**src/rtl/controle_sessao.sv**
```systemverilog
// Ballot-terminal session controller: admits one voter, collects a two-digit code,
// commits one vote into saturating tallies. Define BRANCO_EN to add blank voting.
module controle_sessao #(
  parameter int CNT_W         = 8,
  parameter int TIMEOUT_CYC   = 1000,
  parameter int MAX_ELEITORES = 200
) (
  input  logic             clk,
  input  logic             rst,
  input  logic             libera,
  input  logic [3:0]       digit,
  input  logic             valid,
  input  logic             confirma,
  input  logic             corrige,
  input  logic             swap,
  input  logic             encerra,
`ifdef BRANCO_EN
  input  logic             branco,
  output logic [CNT_W-1:0] contadorBranco,
`endif
  output logic             livre,
  output logic             votando,
  output logic             vote_status,
  output logic             vote_done,
  output logic             encerrada,
  output logic [CNT_W-1:0] contadorC1,
  output logic [CNT_W-1:0] contadorC2,
  output logic [CNT_W-1:0] contadorNull,
  output logic [CNT_W-1:0] total_eleitores
);

  localparam int TW = (TIMEOUT_CYC > 1) ? $clog2(TIMEOUT_CYC + 1) : 1;
  localparam logic [TW-1:0]    TIMER_LAST = TW'(TIMEOUT_CYC - 1);
  localparam logic [CNT_W-1:0] MAX_VOTOS  = CNT_W'(MAX_ELEITORES);

  typedef enum logic [2:0] {
    OCIOSO,
    DIG1,
    DIG2,
    CONFIRMA,
    GRAVA,
    FIM
  } state_t;

  state_t           state_q, state_d;
  logic [3:0]       d1_q, d1_d, d2_q, d2_d;
  logic [TW-1:0]    timer_q, timer_d;
  logic             nulo_q, nulo_d;
  logic             pend_q, pend_d;
  logic             status_q, status_d;
  logic             done_q, done_d;
  logic [CNT_W-1:0] c1_q, c1_d, c2_q, c2_d, cn_q, cn_d, tot_q, tot_d;
  logic             brancoIn;
  logic             blank_q, blank_d;
`ifdef BRANCO_EN
  logic [CNT_W-1:0] cb_q, cb_d;
  assign brancoIn = branco;
`else
  assign brancoIn = 1'b0;
`endif

  function automatic logic [CNT_W-1:0] satInc(input logic [CNT_W-1:0] v);
    return (v == '1) ? v : v + CNT_W'(1);
  endfunction

  logic isC1, isC2, activity;
  assign isC1     = (d1_q == 4'd1) && (d2_q == 4'd3);
  assign isC2     = (d1_q == 4'd2) && (d2_q == 4'd2);
  assign activity = valid | corrige | confirma | brancoIn;

  always_comb begin
    state_d  = state_q;
    d1_d     = d1_q;
    d2_d     = d2_q;
    timer_d  = timer_q;
    nulo_d   = nulo_q;
    pend_d   = pend_q;
    blank_d  = blank_q;
    status_d = status_q;
    done_d   = 1'b0;
    c1_d     = c1_q;
    c2_d     = c2_q;
    cn_d     = cn_q;
    tot_d    = tot_q;
`ifdef BRANCO_EN
    cb_d     = cb_q;
`endif
    case (state_q)
      OCIOSO: begin
        if (encerra) begin
          state_d = FIM;
        end else if (libera) begin
          state_d = DIG1;
          timer_d = '0;
          d1_d    = '0;
          d2_d    = '0;
          nulo_d  = 1'b0;
          pend_d  = 1'b0;
          blank_d = 1'b0;
        end
      end
      DIG1, DIG2, CONFIRMA: begin
        // A close request during a vote is remembered and honoured at commit.
        if (encerra) pend_d = 1'b1;
        if (!activity) begin
          if (timer_q == TIMER_LAST) begin
            state_d = GRAVA;
            nulo_d  = 1'b1;
          end else begin
            timer_d = timer_q + TW'(1);
          end
        end else begin
          timer_d = '0;
          if (corrige && state_q != DIG1) begin
            state_d = DIG1;
            d1_d    = '0;
            d2_d    = '0;
            blank_d = 1'b0;
          end else if (corrige) begin
            blank_d = 1'b0;
          end else if (brancoIn) begin
            state_d = CONFIRMA;
            blank_d = 1'b1;
          end else if (state_q == DIG1 && valid) begin
            d1_d    = digit;
            state_d = DIG2;
          end else if (state_q == DIG2 && valid) begin
            d2_d    = digit;
            state_d = CONFIRMA;
          end else if (state_q == CONFIRMA && confirma) begin
            state_d = GRAVA;
          end
        end
      end
      GRAVA: begin
        done_d = 1'b1;
        tot_d  = satInc(tot_q);
        // Timeout forces a null vote regardless of what was keyed in.
        if (nulo_q) begin
          cn_d     = satInc(cn_q);
          status_d = 1'b0;
        end else if (blank_q) begin
`ifdef BRANCO_EN
          cb_d     = satInc(cb_q);
`endif
          status_d = 1'b1;
        end else if (isC1 || isC2) begin
          if (isC1 ^ swap) c1_d = satInc(c1_q);
          else             c2_d = satInc(c2_q);
          status_d = 1'b1;
        end else begin
          cn_d     = satInc(cn_q);
          status_d = 1'b0;
        end
        if ((tot_d >= MAX_VOTOS) || encerra || pend_q) state_d = FIM;
        else                                            state_d = OCIOSO;
      end
      FIM: begin
        state_d = FIM;
      end
      default: begin
        state_d = OCIOSO;
      end
    endcase
  end

  always_ff @(posedge clk or posedge rst) begin
    if (rst) begin
      state_q  <= OCIOSO;
      d1_q     <= '0;
      d2_q     <= '0;
      timer_q  <= '0;
      nulo_q   <= 1'b0;
      pend_q   <= 1'b0;
      blank_q  <= 1'b0;
      status_q <= 1'b0;
      done_q   <= 1'b0;
      c1_q     <= '0;
      c2_q     <= '0;
      cn_q     <= '0;
      tot_q    <= '0;
`ifdef BRANCO_EN
      cb_q     <= '0;
`endif
    end else begin
      state_q  <= state_d;
      d1_q     <= d1_d;
      d2_q     <= d2_d;
      timer_q  <= timer_d;
      nulo_q   <= nulo_d;
      pend_q   <= pend_d;
      blank_q  <= blank_d;
      status_q <= status_d;
      done_q   <= done_d;
      c1_q     <= c1_d;
      c2_q     <= c2_d;
      cn_q     <= cn_d;
      tot_q    <= tot_d;
`ifdef BRANCO_EN
      cb_q     <= cb_d;
`endif
    end
  end

  assign livre           = (state_q == OCIOSO);
  assign votando         = (state_q == DIG1) || (state_q == DIG2) || (state_q == CONFIRMA);
  assign encerrada       = (state_q == FIM);
  assign vote_status     = status_q;
  assign vote_done       = done_q;
  assign contadorC1      = c1_q;
  assign contadorC2      = c2_q;
  assign contadorNull    = cn_q;
  assign total_eleitores = tot_q;
`ifdef BRANCO_EN
  assign contadorBranco  = cb_q;
`endif

endmodule

```
**config.mk**
```make
export PLATFORM = sky130hd
export DESIGN_NAME = controle_sessao
export DESIGN_NICKNAME = d
export VERILOG_FILES = /design/src/rtl/controle_sessao.sv
export SDC_FILE = /design/constraint.sdc
export NUM_CORES = 1
export LEC_CHECK = 0
export BUFFER_PORTS_ARGS = -buffer_cell sky130_fd_sc_hd__buf_2
export CORE_ASPECT_RATIO = 1.2
export CORE_MARGIN = 2
export CORE_UTILIZATION = 53
export CTS_CLUSTER_SIZE = 16
export DETAILED_ROUTE_END_ITERATION = 6
export PLACE_DENSITY_LB_ADDON = 0.12
export SYNTH_ARGS = -nofsm -noshare
export SYNTH_HDL_FRONTEND = slang
export SYNTH_SLANG_ARGS = --single-unit
```
**constraint.sdc**
```tcl
create_clock -name clk -period 4.55 [get_ports clk]
set_input_delay 0.91 -clock clk [delete_from_list [all_inputs] [get_ports clk]]
set_output_delay 0.91 -clock clk [all_outputs]
set_load 0.05 [all_outputs]
```
==> results.json, run 1 <==
{
  "status": "completed",
  "multi_input_area_sq_mm": 0.00152,
  "core_sq_mm": 0.00559,
  "syn_inst": 299,
  "grt_pass1_wl_microns": 10100,
  "vias_per_cell": 5.90,
  "synth_compound_area_share_pct": 14.1,
  "wl_per_cell_microns": 14.3,
  "fp-row-count": 30,
  "diodes": 0,
  "timing.fmax_mhz": 404,
  "seq_area_frac_synth_pct": 47.3,
  "vdd_drop_max_mv": 0.353,
  "finalCritPeriodShare_pct": 54.4,
  "cp_max_fo": 12,
  "leakage_nw": 1.67,
  "r2r_start": "d2_q[2]",
  "crit_chain": "inv_1 -> nor3_1 -> buf_2",
  "fillers": 469,
  "critPathSlowestCell": "dfrtp_1",
  "die-area_sq_mm": 0.00631,
  "synth_mux_area_share_pct": 5.60,
  "synth_ff_type": "dfrtp_1",
  "final.setup_skew_ns": 0.00999,
  "critPathLaunch": "state_q[0]",
  "cts_setup_buffers": 0,
  "cts-root-buf": "clkbuf_8",
  "clock_latency_ns": 0.33,
  "ys_async_sr_fraction_pct": 100,
  "nets": 368,
  "clk_pin_slew_ns": 0.06,
  "port_buffers": 48,
  "grtUsageTotal_pct": 20.6,
  "power_w": 0.00208,
  "first_global_vias": 2189,
  "grt_max_degree": 38,
  "synth_xor_area_share_pct": 6.97,
  "worstPathRequired_ns": 3.64,
  "reg2reg_slack_ns": 2.19,
  "r2r_end": "contadorC1[1]",
  "place_ws_ns": 1.94,
  "cts_buffers": 9,
  "final_max_slew_viol_count": 0,
  "postCtsHoldBufs": 0,
  "fin_crit_ns": 2.48,
  "arrival_ns": 1.57,
  "finalHoldViolCount": 0,
  "pwr_density_cell_mw_per_mm2": 587,
  "final_cells": 420,
  "cts.path.max_buffers": 2,
  "cp-start-kind": "register",
  "synth_nets": 316,
  "start_util_pct": 53.9,
  "die_w_microns": 72.9,
  "syn_area_sq_mm": 0.00302,
  "synth_edf_count": 0,
  "synthAdderAreaFrac_pct": 2.07,
  "postCtsResizedCells": 0,
  "ioPinCount": 49,
  "synth_warnings": 0,
  "fin_ws_ns": 2.07,
  "hp-class": "reg -> reg",
  "end_kind": "primary output",
  "fin_util_pct": 63.3,
  "tightest_slew_ns": 0.604,
  "synth_top_family_by_area": "simple AND/OR/NAND/NOR gates",
  "cts_tree": "built",
  "ys_types": 49,
  "crit_end": "encerrada",
  "tns_ns": 0,
  "cts.sinks": 57,
  "setup_viol": 0,
  "ant_nets": 0,
  "regArea_sq_mm": 0.00143,
  "areaGrowthSynthToFinish_pct": 17.5,
  "ys_seq_elements": 57,
  "firstDrtPassIters": 4,
  "post_synth_and_or_nand_nor_area_fraction_pct": 21.5,
  "drive_gt1_share_pct": 24.4,
  "drc": 0,
  "placed_cells": 404,
  "die_h_microns": 86.6,
  "cpPeakStageDelay_ns": 0.55,
  "antenna_found_initial": 0,
  "wl_met1_microns": 2900,
  "max-slew-margin-rel_pct": 59.3,
  "grt-ovfl-total": 0,
  "max_cap_violations": 0,
  "crit_type": "reg -> out",
  "hpwl_microns": 4270,
  "routed-wl-met3_microns": 301,
  "drtIter0Drc": 157,
  "met2_wirelength_microns": 2750,
  "top_layer_used": "met4",
  "vias": 2477,
  "syn_area_per_cell_sq_um": 10.1,
  "worst-r2r-cell-count": 4,
  "wirelength_microns": 6020,
  "gp_congestion": 0.854,
  "grt_setup_unrepaired": "false",
  "htreeDepth": 3
}
## metrics by stage
stage | instance area (sq um) | hold WS [ns]
5_1_grt | 3540 | 0.514
4_1_cts | 3540 | 0.493
6_report | 3540 | 0.487
3_5_place_dp | 3310 | 0.484
3_3_place_gp | 3310 | 0.473
2_1_floorplan | 3020 | 0.466
## worst min path at each step
stage	startpoint	endpoint	depth (start not counted)
final	contadorC2[5]	contadorC2[5]	1
after detailed placement	contadorC2[5]	contadorC2[5]	1
after floorplan	nulo_q	nulo_q	1
after global routing	contadorC2[5]	contadorC2[5]	1
after CTS	contadorC2[5]	contadorC2[5]	1
after global placement	contadorNull[4]	contadorNull[4]	1
## critical path, delay by kind of cell, from the launching register on
| kind | cells | cell delay [ns] |
|---|---|---|
| simple gates | 1 | 0.22 |
| buf+inv | 2 | 0.47 |
| flops | 1 | 0.55 |
## state kept, by name, summed over array words and instances (netlist names)
register / cells
state_q: 3
timer_q: 10
d1_q: 4
vote_done: 1
pend_q: 1
vote_status: 1
d2_q: 4
contadorC1: 8
contadorNull: 8
nulo_q: 1
total_eleitores: 8
contadorC2: 8
## synthesized netlist by cell type (7+ instances only)
library cell  number  share of area, %
nand2_1           22               2.7
nor2_1            17               2.1
nand3_1            9               1.5
nand4_1           17               3.5
inv_1             11               1.4
o21ai_0           15               2.5
a21oi_1           10               1.7
and3_1            12               2.5
nor3_1             7               1.2
xnor2_1           20               5.8
dfrtp_1           57                47
mux2_2            15               5.6
clkbuf_1           7              0.87
## per-layer routing
metal / GRT usage, % / vias up
li1: - / 1215
met1: 28.8 / 1190
met2: 30.2 / 68
met3: 6.51 / 4
met4: 7.07 / 0
met5: 0 / -
## power by group
| part | switching [W] | internal, W |
|---|---|---|
| Clock | 0.000202 | 0.000336 |
| Sequential | 0.000134 | 0.000609 |
| Combinational | 0.000536 | 0.000261 |
## layout make-up
cell class / instances / area share, %
Inverter: 11 / 1.17
Tap cell: 64 / 2.26
Multi-Input combinational cell: 223 / 42.8
Clock buffer: 11 / 4.27
Sequential cell: 57 / 40.3
Clock inverter: 5 / 2.19
Timing Repair Buffer: 49 / 6.99
## kinds of logic after synthesis
logic type | count (synthesis)
and+or+nand+nor | 118
adders and majority gates | 5
buffers and inverters | 19
AOI/OAI and AO/OA | 61
DFF | 57
xor gates and xnor gates | 24
muxes | 15
## cell usage in the layout, fill, tap and decap left out, types with 3 or more instances in the layout
master | synthesis | layout
nand2_1 | 22 | 22
and2_1 | 5 | 5
dfrtp_1 | 57 | 57
o211ai_1 | 3 | 3
ha_1 | 5 | 5
inv_1 | 11 | 10
xor2_1 | 4 | 4
o21ai_0 | 15 | 15
and4_1 | 5 | 5
a21oi_1 | 10 | 10
xnor2_1 | 20 | 20
nor4_1 | 5 | 5
mux2_2 | 15 | 15
nor3_1 | 7 | 7
nor2b_1 | 5 | 5
nand4_1 | 17 | 17
o31ai_1 | 3 | 3
nor2_1 | 17 | 17
o2111ai_1 | 3 | 3
clkbuf_8 | 0 | 11
nand2b_1 | 4 | 4
nand3_1 | 9 | 9
and3_1 | 12 | 12
a31oi_1 | 5 | 5
buf_2 | 0 | 48
(Power assumes the default switching activity.)
==> run 2, diff against run 1 <==
CORE_UTILIZATION = 51   (was 53)
clock period = 2.03 ns   (was 4.55 ns; I/O delays follow)
==> run 2 against run 1 <==
Compared with the run above:
- the flow now finishes with violations (negative setup slack)
- flip-flop and latch count stayed put
- combinational power rose to 2.6 times the previous value
- sequential share of layout area is 1.8 points lower
- setup slack got worse by 2.3 ns
- first-iteration DRC count shrank 25%
- final cell count increased by 9.0%
- cell area grew 4.6%
- non-clock buffer count rose by 24
- clock power grew 56%
- highest routed layer unchanged
==> results.json, run 2 (synthesized netlist as in run 1, its figures left out) <==
{
  "power_frac_seq_pct": 35.9,
  "crit_top_cell": "or4_4",
  "arrival_ns": 2.42,
  "globalRouteMet2Util_pct": 35.1,
  "max_cap_violations": 0,
  "grt_setup_unrepaired": "true",
  "place_area_sq_mm": 0.00353,
  "drtIter0Drc": 118,
  "first_global_vias": 2413,
  "vdd_drop_max_mv": 0.879,
  "final_max_slew_viol_count": 0,
  "top_register": "timer_q",
  "final.setup_skew_ns": 0.0101,
  "intPower_w": 0.00255,
  "cp-start-kind": "register",
  "cts-root-buf": "clkbuf_8",
  "grt_pass1_wl_microns": 10800,
  "grt_max_degree": 58,
  "status": "finished with violations",
  "drive_gt1_share_pct": 29.9,
  "mostFrequentLayoutCells": "dfrtp_1 (57), buf_2 (48), buf_4 (23)",
  "crit_type": "reg -> reg",
  "grtUsageTotal_pct": 21.6,
  "max-slew-margin-rel_pct": 55.8,
  "cts_tree": "built",
  "clock_power_share_pct": 18.5,
  "largest_reg_flops": 10,
  "gr-usage-met3_pct": 6.15,
  "cp_max_fo": 8,
  "fin_crit_ns": 2.21,
  "firstDrtPassIters": 4,
  "critPathSlowestCell": "or4_4",
  "core_sq_mm": 0.00567,
  "vias_per_cell": 5.51,
  "comb_power_share_pct": 45.6,
  "worst-r2r-cell-count": 5,
  "setup_viol": 14,
  "crit_chain": "or4_4 -> or4_4 -> a211oi_4 -> buf_6 -> mux2_4",
  "p_sw_share_pct": 43.7,
  "post-route-cell-area_sq_mm": 0.00370,
  "worstPathRequired_ns": 2.24,
  "mostFrequentLayoutCell": "dfrtp_1",
  "violations": "negative setup slack",
  "fillers": 471,
  "finalCritPeriodShare_pct": 109,
  "cts.path.max_buffers": 2,
  "wirelength_microns": 6410,
  "die_h_microns": 88.2,
  "hpwl_microns": 4610,
  "drc": 0,
  "htreeDepth": 3,
  "cts.sinks": 57,
  "nets": 392,
  "antenna_found_initial": 0,
  "ant_nets": 0,
  "grt-ovfl-total": 0,
  "pwr_density_cell_mw_per_mm2": 1220,
  "top_usage_layer": "met2",
  "postCtsHoldBufs": 0,
  "gp_congestion": 0.891,
  "port_buffers": 48,
  "vias": 2525,
  "wl_per_cell_microns": 14.0,
  "die-area_sq_mm": 0.00655,
  "tightest_slew_ns": 0.656,
  "die_w_microns": 74.2,
  "final_cells": 458,
  "diodes": 0,
  "switching_power_w": 0.00198,
  "ioPinCount": 49,
  "finalHoldViolCount": 0,
  "areaGrowthSynthToFinish_pct": 22.9,
  "leakage_nw": 1.76,
  "fin_ws_ns": -0.183,
  "clock_latency_ns": 0.33,
  "end_kind": "register",
  "clk_pin_slew_ns": 0.06,
  "fp-row-count": 30,
  "timing.fmax_mhz": 452,
  "cts_buffers": 9,
  "cpPeakStageDelay_ns": 0.54,
  "hp-class": "in -> async",
  "grt_util_met1_pct": 27.4,
  "placed_cells": 443,
  "start_util_pct": 53.2
}
run 2: area by class of cell:
type | instances | area, sq um | area share, %
Timing Repair Buffer | 73 | 444 | 12.0
Clock inverter | 4 | 22.5 | 0.608
Multi-Input combinational cell | 223 | 1540 | 41.6
Sequential cell | 57 | 1430 | 38.5
Inverter | 11 | 41.3 | 1.11
Tap cell | 80 | 100 | 2.70
Clock buffer | 10 | 128 | 3.44
run 2: path summary, 6_finish.rpt:
kind	from	slack (ns)	end
max	d2_q[2]	-0.18	contadorC1[1]
min	rst	0.11	contadorNull[3]
max reg2reg	d2_q[2]	-0.18	contadorC1[1]
min reg2reg	contadorC2[5]	0.49	contadorC2[5]
max in group asynchronous	rst	1.64	timer_q[1]
min in group clk	encerra	0.39	pend_q
run 2: power groups by stage:
stage	Sequential, W	Combinational (W)	Clock [W]
after detailed placement	0.00164	0.00204	0
final	0.00163	0.00207	0.000838
after floorplan	0.00205	0.00104	0
after global routing	0.00166	0.00226	0.000931
after global placement	0.00162	0.00202	0
after CTS	0.00162	0.00205	0.000870
run 2: worst max-delay path, delay by kind of cell, from the launching register on:
kind / cells / cell delay (ns)
AOI/OAI and AO/OA: 1 / 0.21
buffers and inverters: 1 / 0.15
DFF: 1 / 0.38
muxes: 1 / 0.30
and+or+nand+nor: 2 / 1.05
run 2: metal layers:
layer  part of all wire, %  wire [microns]
met3                   4.2             267
met2                    50            3200
met4                   1.2              74
met5                     0               0
met1                    45            2870
run 2: through the flow:
step | hold slack (ns) | setup slack (ns) | utilization (%) | setup TNS (ns) | total power, W
after floorplan | 0.466 | -0.196 | - | -1.30 | 0.00309
after global placement | 0.476 | -0.162 | 62.4 | -1.03 | 0.00364
after detailed placement | 0.482 | -0.199 | 62.4 | -1.53 | 0.00368
after CTS | 0.125 | -0.191 | 65.1 | -1.36 | 0.00454
after global routing | 0.133 | -0.216 | 65.4 | -2.17 | 0.00485
final | 0.107 | -0.183 | 65.4 | -1.26 | 0.00453
run 2: repair_timing:
item,in CTS,in global routing
setup endpoints to repair,15,17
pin swaps,3,4
buffers inserted,0,1
gates resized for setup,2,2
==> run 3, diff against run 2 <==
CORE_ASPECT_RATIO = 1.4   (was 1.2)
GPL_TIMING_DRIVEN = 0   (was unset)
SLEW_MARGIN = 20   (was unset)
==> run 3 against run 2 <==
Compared with the run above:
- the run still ends with negative setup slack left
- via count shrank 0.12%
- non-clock buffer count shrank 8
- sequential power is essentially flat
- highest routed layer unchanged
==> results.json, run 3 (synthesized netlist as in run 1, its figures left out) <==
{
  "status": "finished with violations",
  "violations": "negative setup slack",
  "post-route-cell-area_sq_mm": 0.00374,
  "final_max_slew_viol_count": 0,
  "wl_per_cell_microns": 14.9,
  "drtIter0Drc": 106,
  "worst-r2r-cell-count": 5,
  "setup_viol": 15,
  "die_w_microns": 69.0,
  "pwr_density_cell_mw_per_mm2": 1220,
  "final_cells": 442,
  "final.setup_skew_ns": 0.00832,
  "areaGrowthSynthToFinish_pct": 23.9,
  "nets": 384,
  "mostFrequentLayoutCell": "dfrtp_1",
  "cts_buffers": 9,
  "ant_nets": 0,
  "cp-start-kind": "register",
  "max-slew-margin-rel_pct": 53.3,
  "port_buffers": 47,
  "fp-row-count": 33,
  "critPathLaunch": "d1_q[3]",
  "max_cap_violations": 0,
  "leakage_nw": 1.75,
  "crit_type": "reg -> reg",
  "largest_reg_flops": 10,
  "drc": 0,
  "vias_per_cell": 5.71,
  "cts.sinks": 57,
  "vias": 2522,
  "grt_max_degree": 58,
  "clk_pin_slew_ns": 0.06,
  "finalCritPeriodShare_pct": 111,
  "start_util_pct": 52.2,
  "vdd_drop_max_mv": 0.755,
  "mostFrequentLayoutCells": "dfrtp_1 (55), buf_2 (48), nand2_1 (20), xnor2_1 (20)",
  "placed_cells": 416,
  "cp_max_fo": 8,
  "reg2reg_slack_ns": -0.22,
  "antenna_found_initial": 0,
  "drive_gt1_share_pct": 32.3,
  "end_kind": "register",
  "arrival_ns": 2.47,
  "place_ws_ns": -0.334,
  "worstPathRequired_ns": 2.25,
  "grt-ovfl-total": 0,
  "fin_ws_ns": -0.224,
  "place_area_sq_mm": 0.00336,
  "cts.path.max_buffers": 2,
  "grt_pass1_wl_microns": 10900,
  "die-area_sq_mm": 0.00655,
  "r2r_start": "d1_q[3]",
  "finalHoldViolCount": 0,
  "cts_tree": "built",
  "firstDrtPassIters": 4,
  "r2r_end": "contadorC1[1]",
  "hp-class": "in -> async",
  "hpwl_microns": 4460,
  "grtUsageTotal_pct": 22.2,
  "clock_latency_ns": 0.33,
  "top_register": "timer_q",
  "core_sq_mm": 0.00578,
  "fin_crit_ns": 2.25,
  "wirelength_microns": 6610,
  "htreeDepth": 3,
  "tightest_slew_ns": 0.700,
  "cts-root-buf": "clkbuf_8",
  "timing.fmax_mhz": 444,
  "diodes": 0,
  "first_global_vias": 2352,
  "fin_util_pct": 64.6,
  "postCtsHoldBufs": 0,
  "die_h_microns": 95.0,
  "gp_congestion": 0.813,
  "ioPinCount": 49,
  "tns_ns": -1.69,
  "grt_setup_unrepaired": "true"
}
run 3: per-stage QoR:
step / hold WS, ns / power [W]
2_1_floorplan: 0.466 / 0.00309
3_3_place_gp: 0.476 / 0.00349
3_5_place_dp: 0.480 / 0.00353
4_1_cts: 0.213 / 0.00453
5_1_grt: 0.254 / 0.00487
6_report: 0.188 / 0.00457
run 3: area by class of cell:
| class | count | area, sq um |
|---|---|---|
| Timing Repair Buffer | 58 | 334 |
| Buffer | 7 | 35.0 |
| Tap cell | 70 | 87.6 |
| Clock inverter | 3 | 15.0 |
| Inverter | 11 | 43.8 |
| Fill cell | 475 | 2040 |
| Multi-Input combinational cell | 223 | 1630 |
| Clock buffer | 13 | 159 |
| Sequential cell | 57 | 1430 |
run 3: metal layers:
layer	vias to the layer above	wire length, microns	GRT usage (%)
li1	1246	-	-
met1	1214	2900	28.2
met2	56	3370	35.4
met3	6	241	4.65
met4	0	91	10.5
met5	-	0	0
run 3: critical path, cell delays in order (launching register included):
cell and delay, ns:
dfrtp_1 0.39, or4_4 0.54, or4_4 0.55, a211oi_4 0.22, buf_6 0.16, mux2_4 0.29
run 3: power by group:
| part | total, W | switching [W] | internal, W | leakage, nW |
|---|---|---|---|---|
| Combinational | 0.00200 | 0.00132 | 0.000671 | 0.896 |
| Clock | 0.000934 | 0.000430 | 0.000504 | 0.0932 |
| Sequential | 0.00164 | 0.000273 | 0.00137 | 0.760 |
run 3: how the worst max path moves through the flow:
stage | end | slack, ns
finish | contadorC1[1] | -0.22
global route | contadorC1[1] | -0.27
CTS | contadorC1[1] | -0.24
detailed placement | contadorC2[7] | -0.33
global placement | pend_q | -0.51
floorplan | contadorC2[1] | -0.20
run 3: repair_timing:
action	in CTS	in global routing
pin swaps	2	10
setup buffers	9	2
resized for setup	16	20
endpoints found under the setup margin	33	38
